$ cat config.mk
export PLATFORM = sky130hd
export DESIGN_NAME = load_unit_flat
export DESIGN_NICKNAME = d
export VERILOG_FILES = /design/src/rtl/load_unit_if.sv /design/src/rtl/load_unit.sv /design/src/flat_wrapper.sv
export SDC_FILE = /design/constraint.sdc
export NUM_CORES = 1
export LEC_CHECK = 0
export ABC_CLOCK_PERIOD_IN_PS = 2800
export CORE_AREA = 2 2 111 113
export DETAILED_ROUTE_END_ITERATION = 10
export DIE_AREA = 0 0 113 115
export PLACE_DENSITY = 0.74
export SYNTH_ARGS = -nofsm -noshare
export SYNTH_HDL_FRONTEND = slang
export SYNTH_SLANG_ARGS = --single-unit
$ cat constraint.sdc
create_clock -name clock -period 2.8 [get_ports clock]
set_clock_uncertainty 0.05 [all_clocks]
set_input_delay 0.84 -clock clock [delete_from_list [all_inputs] [get_ports clock]]
set_output_delay 0.84 -clock clock [all_outputs]
set_load 0.005 [all_outputs]
$ cat src/rtl/load_unit_if.sv
// Memory port of the load unit: word-aligned read request plus read response.
// The unit drives the master modport and the data memory drives the slave modport.
interface load_unit_if #(
  parameter int XLEN = 32
) ();
  logic            mem_req_valid;
  logic            mem_req_ready;
  logic [XLEN-1:0] mem_req_address;
  logic            mem_rsp_valid;
  logic [XLEN-1:0] mem_rsp_data;

  modport master (
    output mem_req_valid, mem_req_address,
    input  mem_req_ready, mem_rsp_valid, mem_rsp_data
  );

  modport slave (
    input  mem_req_valid, mem_req_address,
    output mem_req_ready, mem_rsp_valid, mem_rsp_data
  );
endinterface

$ cat src/rtl/load_unit.sv
// Multi-cycle RISC-V load unit: effective address, word request, lane extract, extend.
// Define LOAD_MISALIGN_TRAP_EN to fault misaligned H/W/D loads instead of truncating the offset.
module load_unit #(
  parameter int XLEN = 32
) (
  input  logic            clock,
  input  logic            reset_n,
  input  logic            load_valid,
  output logic            load_ready,
  input  logic [2:0]      funct3,
  input  logic [XLEN-1:0] rs1_value,
  input  logic [XLEN-1:0] immediate,
  load_unit_if.master     mem,
  output logic            rd_valid,
  output logic [XLEN-1:0] rd_value,
  output logic            load_fault
);
  localparam int LANE_BITS = $clog2(XLEN / 8);

  localparam logic [1:0] IDLE = 2'd0;
  localparam logic [1:0] REQ  = 2'd1;
  localparam logic [1:0] WAIT = 2'd2;
  localparam logic [1:0] DONE = 2'd3;

  logic [1:0]           state;
  logic [2:0]           funct3_q;
  logic [LANE_BITS-1:0] offset_q;
  logic [XLEN-1:0]      req_addr_q;

  logic [XLEN-1:0]      ea;
  logic [LANE_BITS-1:0] lane;
  logic [LANE_BITS-1:0] lane_mask;
  logic                 illegal;
  logic                 misaligned;
  logic                 fault;
  logic [XLEN-1:0]      shifted;
  logic [XLEN-1:0]      load_data;

  // Decode of the incoming load; only consumed while IDLE.
  always_comb begin
    // NOTE: every always_comb output gets a default first so no path can infer a latch.
    lane_mask  = '0;
    misaligned = 1'b0;
    ea         = rs1_value + immediate;
    lane       = ea[LANE_BITS-1:0];
    case (funct3[1:0])
      2'd1:    lane_mask = LANE_BITS'(1);
      2'd2:    lane_mask = LANE_BITS'(3);
      2'd3:    lane_mask = '1;
      default: lane_mask = '0;
    endcase
    illegal = (funct3 == 3'd7) ||
              ((XLEN == 32) && ((funct3 == 3'd3) || (funct3 == 3'd6)));
`ifdef LOAD_MISALIGN_TRAP_EN
    misaligned = |(lane & lane_mask);
`else
    misaligned = 1'b0;
`endif
    fault = illegal | misaligned;
  end

  // Lane extraction; funct3_q[2] selects zero extension (BU/HU/WU).
  always_comb begin
    shifted   = mem.mem_rsp_data >> {offset_q, 3'b000};
    load_data = shifted;
    case (funct3_q[1:0])
      2'd0: load_data = funct3_q[2] ? XLEN'(shifted[7:0])
                                    : XLEN'($signed(shifted[7:0]));
      2'd1: load_data = funct3_q[2] ? XLEN'(shifted[15:0])
                                    : XLEN'($signed(shifted[15:0]));
      2'd2: load_data = funct3_q[2] ? XLEN'(shifted[31:0])
                                    : XLEN'($signed(shifted[31:0]));
      default: load_data = shifted;
    endcase
  end

  // NOTE: sequential state uses non-blocking assignments only, so every flop samples pre-edge values.
  always_ff @(posedge clock or negedge reset_n) begin
    if (!reset_n) begin
      state      <= IDLE;
      funct3_q   <= '0;
      offset_q   <= '0;
      req_addr_q <= '0;
      rd_value   <= '0;
      load_fault <= 1'b0;
    end else begin
      case (state)
        IDLE: if (load_valid) begin
          funct3_q <= funct3;
          // Offset is stored already aligned; with trapping enabled it is unchanged.
          offset_q <= lane & ~lane_mask;
          if (fault) begin
            rd_value   <= '0;
            load_fault <= 1'b1;
            state      <= DONE;
          end else begin
            load_fault <= 1'b0;
            req_addr_q <= {ea[XLEN-1:LANE_BITS], {LANE_BITS{1'b0}}};
            state      <= REQ;
          end
        end
        REQ: if (mem.mem_req_ready) state <= WAIT;
        WAIT: if (mem.mem_rsp_valid) begin
          rd_value <= load_data;
          state    <= DONE;
        end
        default: state <= IDLE;
      endcase
    end
  end

  assign load_ready          = (state == IDLE);
  assign rd_valid            = (state == DONE);
  assign mem.mem_req_valid   = (state == REQ);
  assign mem.mem_req_address = req_addr_q;
endmodule

$ cat src/flat_wrapper.sv
// flat-port wrapper written by rule: the top's interface ports become plain ports
module load_unit_flat 
#(
  parameter int XLEN = 32
)
  (clock, reset_n, load_valid, load_ready, funct3, rs1_value, immediate, rd_valid, rd_value, load_fault, mem_mem_req_valid, mem_mem_req_address, mem_mem_req_ready, mem_mem_rsp_valid, mem_mem_rsp_data);
  load_unit_if #(.XLEN(XLEN)) mem_i ();
  input  logic clock;
  input  logic reset_n;
  input  logic load_valid;
  output logic load_ready;
  input  logic [2:0] funct3;
  input  logic [XLEN-1:0] rs1_value;
  input  logic [XLEN-1:0] immediate;
  output logic rd_valid;
  output logic [XLEN-1:0] rd_value;
  output logic load_fault;
  output wire logic [$bits(mem_i.mem_req_valid)-1:0] mem_mem_req_valid;
  output wire logic [$bits(mem_i.mem_req_address)-1:0] mem_mem_req_address;
  input wire logic [$bits(mem_i.mem_req_ready)-1:0] mem_mem_req_ready;
  input wire logic [$bits(mem_i.mem_rsp_valid)-1:0] mem_mem_rsp_valid;
  input wire logic [$bits(mem_i.mem_rsp_data)-1:0] mem_mem_rsp_data;
  assign mem_mem_req_valid = mem_i.mem_req_valid;
  assign mem_mem_req_address = mem_i.mem_req_address;
  assign mem_i.mem_req_ready = mem_mem_req_ready;
  assign mem_i.mem_rsp_valid = mem_mem_rsp_valid;
  assign mem_i.mem_rsp_data = mem_mem_rsp_data;
  load_unit #(.XLEN(XLEN)) u_core (.clock(clock), .reset_n(reset_n), .load_valid(load_valid), .load_ready(load_ready), .funct3(funct3), .rs1_value(rs1_value), .immediate(immediate), .mem(mem_i), .rd_valid(rd_valid), .rd_value(rd_value), .load_fault(load_fault));
endmodule
==> flow_metrics.tcl, run 1 <==
set metrics [dict create \
    status "finished, violations left" \
    failed_checks "DRC" \
    yosys_warnings 0 \
    drv_slew 0 \
    grt_max_degree 71 \
    regArea_um2 1752 \
    ir_drop_uv 354.0 \
    cts-buffers-inserted 9 \
    combPwrFrac 0.529 \
    rows 40 \
    setup_slack_ns 0.03907 \
    synth_area_per_cell_um2 8.531 \
    hold_viol 0 \
    nets 988 \
    cts_hold_buf 0 \
    final_cell_mix "clkdlybuf4s50_1 (124), buf_4 (115), nand2_1 (101)" \
    drive_gt1_frac 0.2614 \
    hp-class "register to register" \
    track_usage 0.2572 \
    grt_overflow_total 0 \
    wire_per_inst_um 17.90 \
    io_pins 172 \
    hpwl_um 12570 \
    async_flop_share 1.000 \
    synthCells 584 \
    intPower_mw 3.964 \
    place_ws_ns -0.7272 \
    dp.cells 960 \
    crit_path_end_kind "register" \
    multi_input_area_um2 3556 \
    seq_area_frac_synth 0.3516 \
    antenna_found_initial 0 \
    drt_iter0_markers 467 \
    cp.arrival_ns 2.93 \
    vias 5570 \
    tightest_slew_ns 0.9536 \
    cp_num_buf_inv 3 \
    power_frac_seq 0.282 \
    fin_crit_sh 0.9860 \
    layout_commonest_cell "clkdlybuf4s50_1" \
    crit_family "compound AO/OA/AOI/OAI gates" \
    ant_nets 0 \
    worstSetupStartpointType "primary input" \
    max_freq_mhz 362.2 \
    setup_viol 0 \
    clkLatencyLatePin_ns 0.33 \
    cts-root-buf "clkbuf_16" \
    cts_max_level 3 \
    first_pass_iters 8 \
    grt_pass1_wl_um 26830 \
    grt_pass1_vias 5539 \
    tritoncts "yes" \
    vias_per_cell 5.570 \
    synth_edf_count 0 \
    instances_no_fill 1000 \
    powerDensity_nw_per_um2 747.4 \
    min_period_ns 2.761 \
    gp_congestion 0.9177 \
    clk_pin_slew_ns 0.06 \
    p_leak_nw 3.789 \
    drc 15 \
    clk_path_buf_depth 2 \
    die_x_um 113 \
    diodes 0 \
    fillCellCount 866 \
    crit_required_ns 2.97 \
    crit_chain "dlygate4sd2_1 > ha_4 > o211ai_4 > nor4b_4 > buf_4 > buf_4 > a22o_1 > a41oi_2 > o21ai_1 > xnor2_1 > o21ai_1" \
    yosysUniqueCellTypes 59 \
    clock_sinks 70 \
    area_growth_pct 69.84 \
    slowest_delay_ns 0.33 \
    synth.ff_latch_count 70 \
    p_switching_mw 2.360 \
    p_sw_frac 0.3732 \
    clkPwrFrac 0.188 \
    start_util 0.4218 \
    drv_cap 0 \
    core_um2 11810 \
    synthesis.area_um2 4982 \
    setup_tns_ns 0 \
    port_buffers 169 \
    die_height_um 115 \
    drt_wl_total_um 17900 \
    die-area_um2 13000 \
    crit_fanout 3 \
    crit_path_top_delay_cell "nor4b_4" \
    crit_type "primary input to register" \
    synthFlopType "dfrtp_1" \
    slew_headroom 0.3643 \
]
==> stage by stage <==
| step | total power [mW] | hold WS (ns) | util | cell area [µm²] |
|---|---|---|---|---|
| 4_1_cts | 6.235 | 0.4331 | 0.6917 | 8170 |
| 3_5_place_dp | 4.910 | 0.4242 | 0.6303 | 7445 |
| 2_1_floorplan | 3.255 | 0.4226 | - | 4994 |
| 3_3_place_gp | 4.816 | 0.4133 | 0.6303 | 7445 |
| 5_1_grt | 6.740 | 0.4662 | 0.7164 | 8462 |
| 6_report | 6.325 | 0.4320 | 0.7164 | 8462 |
==> logic make-up (layout without fill, tap and decap cells) <==
logic type               count (synthesis)  after routing  synth area share
other                                    1              2         0.0007527
AO/OA/AOI/OAI                          208            208            0.2607
multiplexers                            29             29           0.06102
flip-flops                              70             70            0.3516
AND/OR/NAND/NOR                        165            165            0.1444
buffers and inverters                   47            315           0.04043
adder cells (fa/ha/maj)                 36             36           0.09191
XOR/XNOR                                28             28           0.04922
==> area by class of cell <==
type	count	share of cell area
multi-input cells	468	0.4202
repair buffers	290	0.3105
flip-flops and latches	70	0.2070
clock buffers	10	0.02824
well taps	147	0.02174
clock inverters	6	0.008280
inverters	9	0.003992
==> sequential cells by signal (all words and copies together), names as in the netlist <==
register and count:
u_core.load_fault 1, u_core.state 2, u_core.funct3_q 3, u_core.rd_value 32
u_core.mem.mem_req_address 30, u_core.offset_q 2
==> routing by layer <==
layer	routed length, µm	up-vias	share of wire	track usage
li1	-	2633	-	-
met1	6943	2636	0.39	0.3083
met2	9117	257	0.51	0.4711
met3	1334	44	0.075	0.03690
met4	502	0	0.028	0.09350
met5	0	-	0	0
==> Yosys cell counts, types with 6 or more instances <==
cell      instances  area (µm²)
nand2_1         106       397.9
a22o_1           18       157.7
o21ai_1          18       90.09
xor2_1           13       113.9
inv_1             9       33.78
a211oi_1          6       45.04
a21oi_1          44       220.2
mux2_2           10       112.6
o21ai_0          70       350.3
nand3_1           9       45.04
mux2i_1          18       180.2
dfrtp_1          70        1752
a21o_1            7       52.55
ha_1             35       437.9
nor3_1           12       60.06
nor2_1           16       60.06
buf_2             8       40.04
xnor2_1          15       131.4
clkbuf_1         24       90.09
o211ai_1          8       60.06
==> worst min-delay path, cell delays in order (launching register included) <==
cell,delay (ns)
dfrtp_1,0.34
nand2_1,0.05
o21ai_0,0.06
==> power by group through the flow <==
stage	clock network, mW	logic (mW)	registers [mW]
2_1_floorplan	0	1.55	1.71
3_3_place_gp	0	3.05	1.77
3_5_place_dp	0	3.12	1.79
4_1_cts	1.21	3.25	1.78
5_1_grt	1.26	3.64	1.84
6_report	1.19	3.35	1.78
==> worst paths after layout <==
kind                                                from                        endpoint  slack [ns]  cells after the start
max                                         immediate[6]  u_core.mem.mem_req_address[19]        0.04                     11
min                        u_core.mem.mem_req_address[5]   u_core.mem.mem_req_address[5]        0.43                      2
max reg2reg                           u_core.funct3_q[1]              u_core.rd_value[9]        0.64                      4
min reg2reg                u_core.mem.mem_req_address[5]   u_core.mem.mem_req_address[5]        0.43                      2
max in group asynchronous                        reset_n   u_core.mem.mem_req_address[6]        1.47                      1
min in group asynchronous                        reset_n             u_core.rd_value[17]        0.56                      1
==> timing repair <==
item	CTS	global route
gates resized for setup	77	66
pin swaps	39	37
buffers inserted	15	10
setup endpoints to repair	19	16
Note: power is estimated with default switching activity, not from simulation.
==> inputs of run 2 (changes only) <==
- DONT_BUFFER_PORTS: default -> 1
- PLACE_DENSITY: 0.74 -> 0.55
- SLEW_MARGIN: default -> 20
==> run 2 against run 1 <==
  * The flow still finishes with violations (DRC)
  * Clock power barely moved
  * Largest power group unchanged
  * Worst hold slack got worse by 0.28 ns
  * Clock-buffer cell count is 1 lower
  * Critical path type unchanged
==> flow_metrics.tcl, run 2 (synthesized netlist as in run 1, its figures left out) <==
set metrics [dict create \
    grt_pass1_vias 4475 \
    grt_overflow_total 0 \
    drt_wl_total_um 13940 \
    tightest_slew_ns 0.7368 \
    dp.cells 752 \
    diodes 0 \
    clkLatencyLatePin_ns 0.33 \
    die-area_um2 13000 \
    instances_no_fill 767 \
    port_buffers 0 \
    drt_iter0_markers 256 \
    worstSetupStartpointType "primary input" \
    crit_fanout 3 \
    crit_required_ns 2.96 \
    wire_per_inst_um 18.17 \
    cts-root-buf "clkbuf_16" \
    antenna_found_initial 0 \
    largest_reg_flops 32 \
    rsz0062_at_grt "false" \
    drc 13 \
    cts_hold_buf 0 \
    p_leak_nw 2.568 \
    power_frac_seq 0.370 \
    clock_sinks 70 \
    fillCellCount 1185 \
    grt_pass1_wl_um 22210 \
    vias_per_cell 5.756 \
    status "finished, violations left" \
    clkPwrFrac 0.240 \
    core_um2 11810 \
    tritoncts "yes" \
    hp-class "primary input to async pin" \
    hpwl_um 10980 \
    cp.depth 11 \
    cts_max_level 3 \
    min_period_ns 2.662 \
    max_freq_mhz 375.6 \
    cts-buffers-inserted 9 \
    reg2regPathDepth 7 \
    crit_chain "ha_1 > nor3_1 > buf_4 > nor4b_2 > buf_4 > a221oi_2 > buf_4 > o211ai_1 > a311oi_1 > xnor2_1 > o21ai_1" \
    gp_congestion 0.9154 \
    vias 4415 \
    clk_path_buf_depth 2 \
    area_growth_pct 15.97 \
    nets 756 \
    setup_viol 0 \
    clk_pin_slew_ns 0.06 \
    first_pass_iters 7 \
    drv_slew 0 \
    track_usage 0.2141 \
    crit_path_top_delay_cell "ha_1" \
    die_x_um 113 \
    hold_ws_ns 0.1544 \
    crit_path_end_kind "register" \
    slew_headroom 0.5051 \
    drive_gt1_frac 0.1613 \
    hold_viol 0 \
    grt_max_degree 71 \
    start_util 0.4218 \
    drv_cap 0 \
    combPwrFrac 0.390 \
    slowest_delay_ns 0.31 \
    crit_type "primary input to register" \
    powerDensity_nw_per_um2 876.1 \
    die_height_um 115 \
    layout_commonest_cell "nand2_1" \
    cp.arrival_ns 2.82 \
    p_switching_mw 1.987 \
    cp_num_buf_inv 3 \
    p_sw_frac 0.3926 \
    path_common_cell "buf_4" \
    io_pins 172 \
    failed_checks "DRC" \
    intPower_mw 3.075 \
    regMostFlops "u_core.rd_value" \
    ir_drop_uv 282.7 \
    crit_family "compound AO/OA/AOI/OAI gates" \
    ant_nets 0 \
    final_cell_mix "nand2_1 (106), dfrtp_1 (70), o21ai_0 (69)" \
    rows 40 \
    fin_crit_sh 0.9508 \
]
## run 2: cell types whose count changed in the layout (fill, tap and decap cells not counted), sizes merged
cell / before / now
buf: 122 / 58
clkbuf: 18 / 9
inv: 10 / 9
dlygate4sd2: 12 / 0
clkdlybuf4s50: 124 / 0
clkdlybuf4s15: 4 / 0
dlymetal6s2s: 20 / 0
bufinv: 1 / 2
## run 2: metal layers
metal | up-vias | wire (µm) | global-route usage
li1 | 2169 | - | -
met1 | 2065 | 5783 | 0.2579
met2 | 159 | 6896 | 0.3764
met3 | 22 | 940 | 0.03637
met4 | 0 | 318 | 0.09675
met5 | - | 0 | 0
## run 2: final cells by class
class / instances / area (µm²) / share of cell area
clock buffer: 9 / 225.2 / 0.03898
clock inverter: 6 / 87.58 / 0.01516
inverter: 9 / 33.78 / 0.005847
multi-input combinational: 468 / 3060 / 0.5297
sequential: 70 / 1752 / 0.3032
tap: 147 / 183.9 / 0.03183
timing repair buffer: 58 / 435.4 / 0.07536
## run 2: per-stage QoR
stage	worst slack [ns]	cell area, µm²	util	setup TNS, ns	power (mW)
after floorplan	0.03306	4994	-	0	3.255
after global placement	-0.2354	5450	0.4614	-0.9265	3.825
after detailed placement	-0.2843	5450	0.4614	-1.581	3.879
after CTS	0.05845	5763	0.4879	0	5.116
after global routing	0.01351	5778	0.4892	0	5.443
final	0.1377	5778	0.4892	0	5.062
## run 2: worst reg2reg max path, stage by stage (launching register included)
cell and delay [ns]:
dfrtp_1 0.46, buf_4 0.22, mux2i_1 0.12, o21ai_0 0.24, nand2_1 0.09, a21oi_1 0.15
o21ba_1 0.53, a22o_1 0.23
## run 2: final timing paths
kind | slack (ns) | startpoint | end
min in group clock | 0.46 | u_core.rd_value[1] | u_core.rd_value[1]
max in group asynchronous | 2.42 | reset_n | u_core.mem.mem_req_address[30]
setup reg to reg | 0.65 | u_core.offset_q[0] | u_core.rd_value[28]
setup / recovery | 0.14 | rs1_value[5] | u_core.mem.mem_req_address[31]
hold reg to reg | 0.46 | u_core.rd_value[1] | u_core.rd_value[1]
hold / removal | 0.15 | reset_n | u_core.rd_value[8]
## run 2: power groups by stage
stage,clock [mW],combinational (mW),sequential [mW]
after CTS,1.25,1.98,1.89
after global placement,0,1.93,1.90
final,1.21,1.97,1.88
after global routing,1.27,2.24,1.93
after detailed placement,0,1.98,1.90
after floorplan,0,1.55,1.71
## run 2: timing repair
item / 4_1_cts / 5_1_grt
setup buffers: 0 / 0
gates resized for setup: 0 / 3
setup endpoints to repair: 0 / 3
==> inputs of run 3 (changes only) <==
- GPL_TIMING_DRIVEN: default -> 0
- TNS_END_PERCENT: default -> 100
==> run 3 against run 2 <==
  * The run still ends with DRC left
  * Combinational power hardly changed
  * Worst hold slack got worse by 0.0093 ns
  * Die area unchanged
  * Register-to-register slack lost 0.18 ns
  * Global-route usage up 0.35 points
  * Fmax down 1.9%
  * Power is 0.49% higher
  * Clock-buffer cell count is the same
  * Critical path depth shrank 3
  * Worst setup slack worse by 0.050 ns
  * Highest routed layer unchanged
==> flow_metrics.tcl, run 3 (synthesized netlist as in run 1, its figures left out) <==
set metrics [dict create \
    status "finished, violations left" \
    failed_checks "DRC" \
    drive_gt1_frac 0.1012 \
    hold_viol 0 \
    die_height_um 115 \
    slowest_delay_ns 0.44 \
    layout_commonest_cell "nand2_1" \
    crit_required_ns 2.96 \
    tightest_slew_ns 0.7192 \
    grt_max_degree 71 \
    grt_pass1_wl_um 22410 \
    ant_nets 0 \
    vias 4342 \
    first_pass_iters 9 \
    clk_path_buf_depth 2 \
    clkLatencyLatePin_ns 0.34 \
    largest_reg_flops 32 \
    vias_per_cell 5.789 \
    place_ws_ns -0.4974 \
    hpwl_um 11080 \
    clkPwrFrac 0.247 \
    startpoint "rs1_value[2]" \
    max_freq_mhz 368.6 \
    powerDensity_nw_per_um2 912.6 \
    clock_sinks 70 \
    io_pins 172 \
    crit_path_top_delay_cell "a221oi_2" \
    cp.depth 8 \
    hold_ws_ns 0.1451 \
    cts_max_level 3 \
    die-area_um2 13000 \
    cts-buffers-inserted 9 \
    fin_crit_sh 0.9688 \
    p_leak_nw 2.392 \
    path_common_cell "o211ai_1" \
    core_um2 11810 \
    ir_drop_uv 258.1 \
    worstSetupStartpointType "primary input" \
    crit_type "primary input to register" \
    reg2reg_from "u_core.state[1]" \
    crit_fanout 5 \
    grt_overflow_total 0 \
    p_sw_frac 0.4071 \
    drc 13 \
    slew_headroom 0.5169 \
    final_cell_mix "nand2_1 (106), dfrtp_1 (70), o21ai_0 (69)" \
    total_power_mw 5.087 \
    start_util 0.4218 \
    min_period_ns 2.713 \
    combPwrFrac 0.394 \
    regMostFlops "u_core.rd_value" \
    gp_congestion 0.9024 \
    antenna_found_initial 0 \
    setup_viol 0 \
    cp_num_buf_inv 0 \
    diodes 0 \
    die_x_um 113 \
    clk_pin_slew_ns 0.06 \
    drt_iter0_markers 242 \
    rsz0062_at_grt "false" \
    rows 40 \
    cts_hold_buf 0 \
    power_frac_seq 0.359 \
    cp.arrival_ns 2.87 \
    grt_pass1_vias 4323 \
    area_growth_pct 11.88 \
    tritoncts "yes" \
    crit_path_end_kind "register" \
    port_buffers 0 \
    crit_chain "ha_1 > o211ai_1 > o211ai_1 > a221oi_2 > o211ai_1 > a311oi_2 > xnor2_1 > o21ai_1" \
    crit_family "compound AO/OA/AOI/OAI gates" \
    wire_per_inst_um 19.05 \
    hp-class "primary input to async pin" \
    final_util 0.4719 \
    p_switching_mw 2.071 \
    nets 738 \
    drv_cap 0 \
    intPower_mw 3.016 \
    cts-root-buf "clkbuf_16" \
    track_usage 0.2176 \
    setup_tns_ns 0 \
    drt_wl_total_um 14290 \
    drv_slew 0 \
    reg2regPathDepth 9 \
    setup_slack_ns 0.08738 \
]
-- run 3: cell types whose count changed in the layout (fill, tap and decap cells not counted), moves of 2 or more --
cell,before,now
clkinvlp_4,0,2
buf_4,58,6
buf_1,0,2
clkbuf_1,0,24
buf_2,0,8
-- run 3: metal layers --
layer	up-vias	track usage	share of wire
li1	2142	-	-
met1	2003	0.2566	0.41
met2	171	0.3780	0.49
met3	26	0.04955	0.074
met4	0	0.1016	0.030
met5	-	0	0
-- run 3: cell type report --
| cell class | count | area (µm²) |
|---|---|---|
| Sequential cell | 70 | 1752 |
| Tap cell | 147 | 183.9 |
| Inverter | 9 | 33.78 |
| Timing Repair Buffer | 2 | 15.01 |
| Clock inverter | 7 | 97.59 |
| Clock buffer | 9 | 225.2 |
| Multi-Input combinational cell | 468 | 3099 |
| Fill cell | 1190 | 6237 |
| Buffer | 38 | 167.7 |
-- run 3: power groups by stage --
stage	Clock, mW	Combinational, mW	Sequential, mW
finish	1.26	2.00	1.83
global route	1.30	2.29	1.88
CTS	1.28	1.99	1.84
detailed placement	0	1.99	1.86
global placement	0	1.95	1.85
floorplan	0	1.55	1.71
-- run 3: path summary, 6_finish.rpt --
path / end / slack (ns)
max: u_core.mem.mem_req_address[31] / 0.09
min: u_core.mem.mem_req_address[6] / 0.15
max reg2reg: u_core.rd_value[29] / 0.47
min reg2reg: u_core.rd_value[0] / 0.45
max in group asynchronous: u_core.state[0] / 2.46
min in group clock: u_core.rd_value[0] / 0.45
-- run 3: worst reg2reg max path, stage by stage (launching register included) --
cell and delay, ns:
dfrtp_1 0.39, inv_1 0.09, ha_1 0.21, clkbuf_1 0.18, nand2_1 0.11, nand3_1 0.32, o21ba_1 0.33, buf_2 0.18
buf_2 0.25, a22o_1 0.16
-- run 3: per-stage QoR --
stage,std cells,instance area (µm²)
CTS,748,5513
finish,750,5574
detailed placement,732,5177
floorplan,585,4994
global placement,732,5177
global route,750,5574
-- run 3: what timing repair did --
item,4_1_cts,5_1_grt
pin swaps,0,7
setup buffers,0,2
endpoints found under the setup margin,2,6
resized for setup,2,8
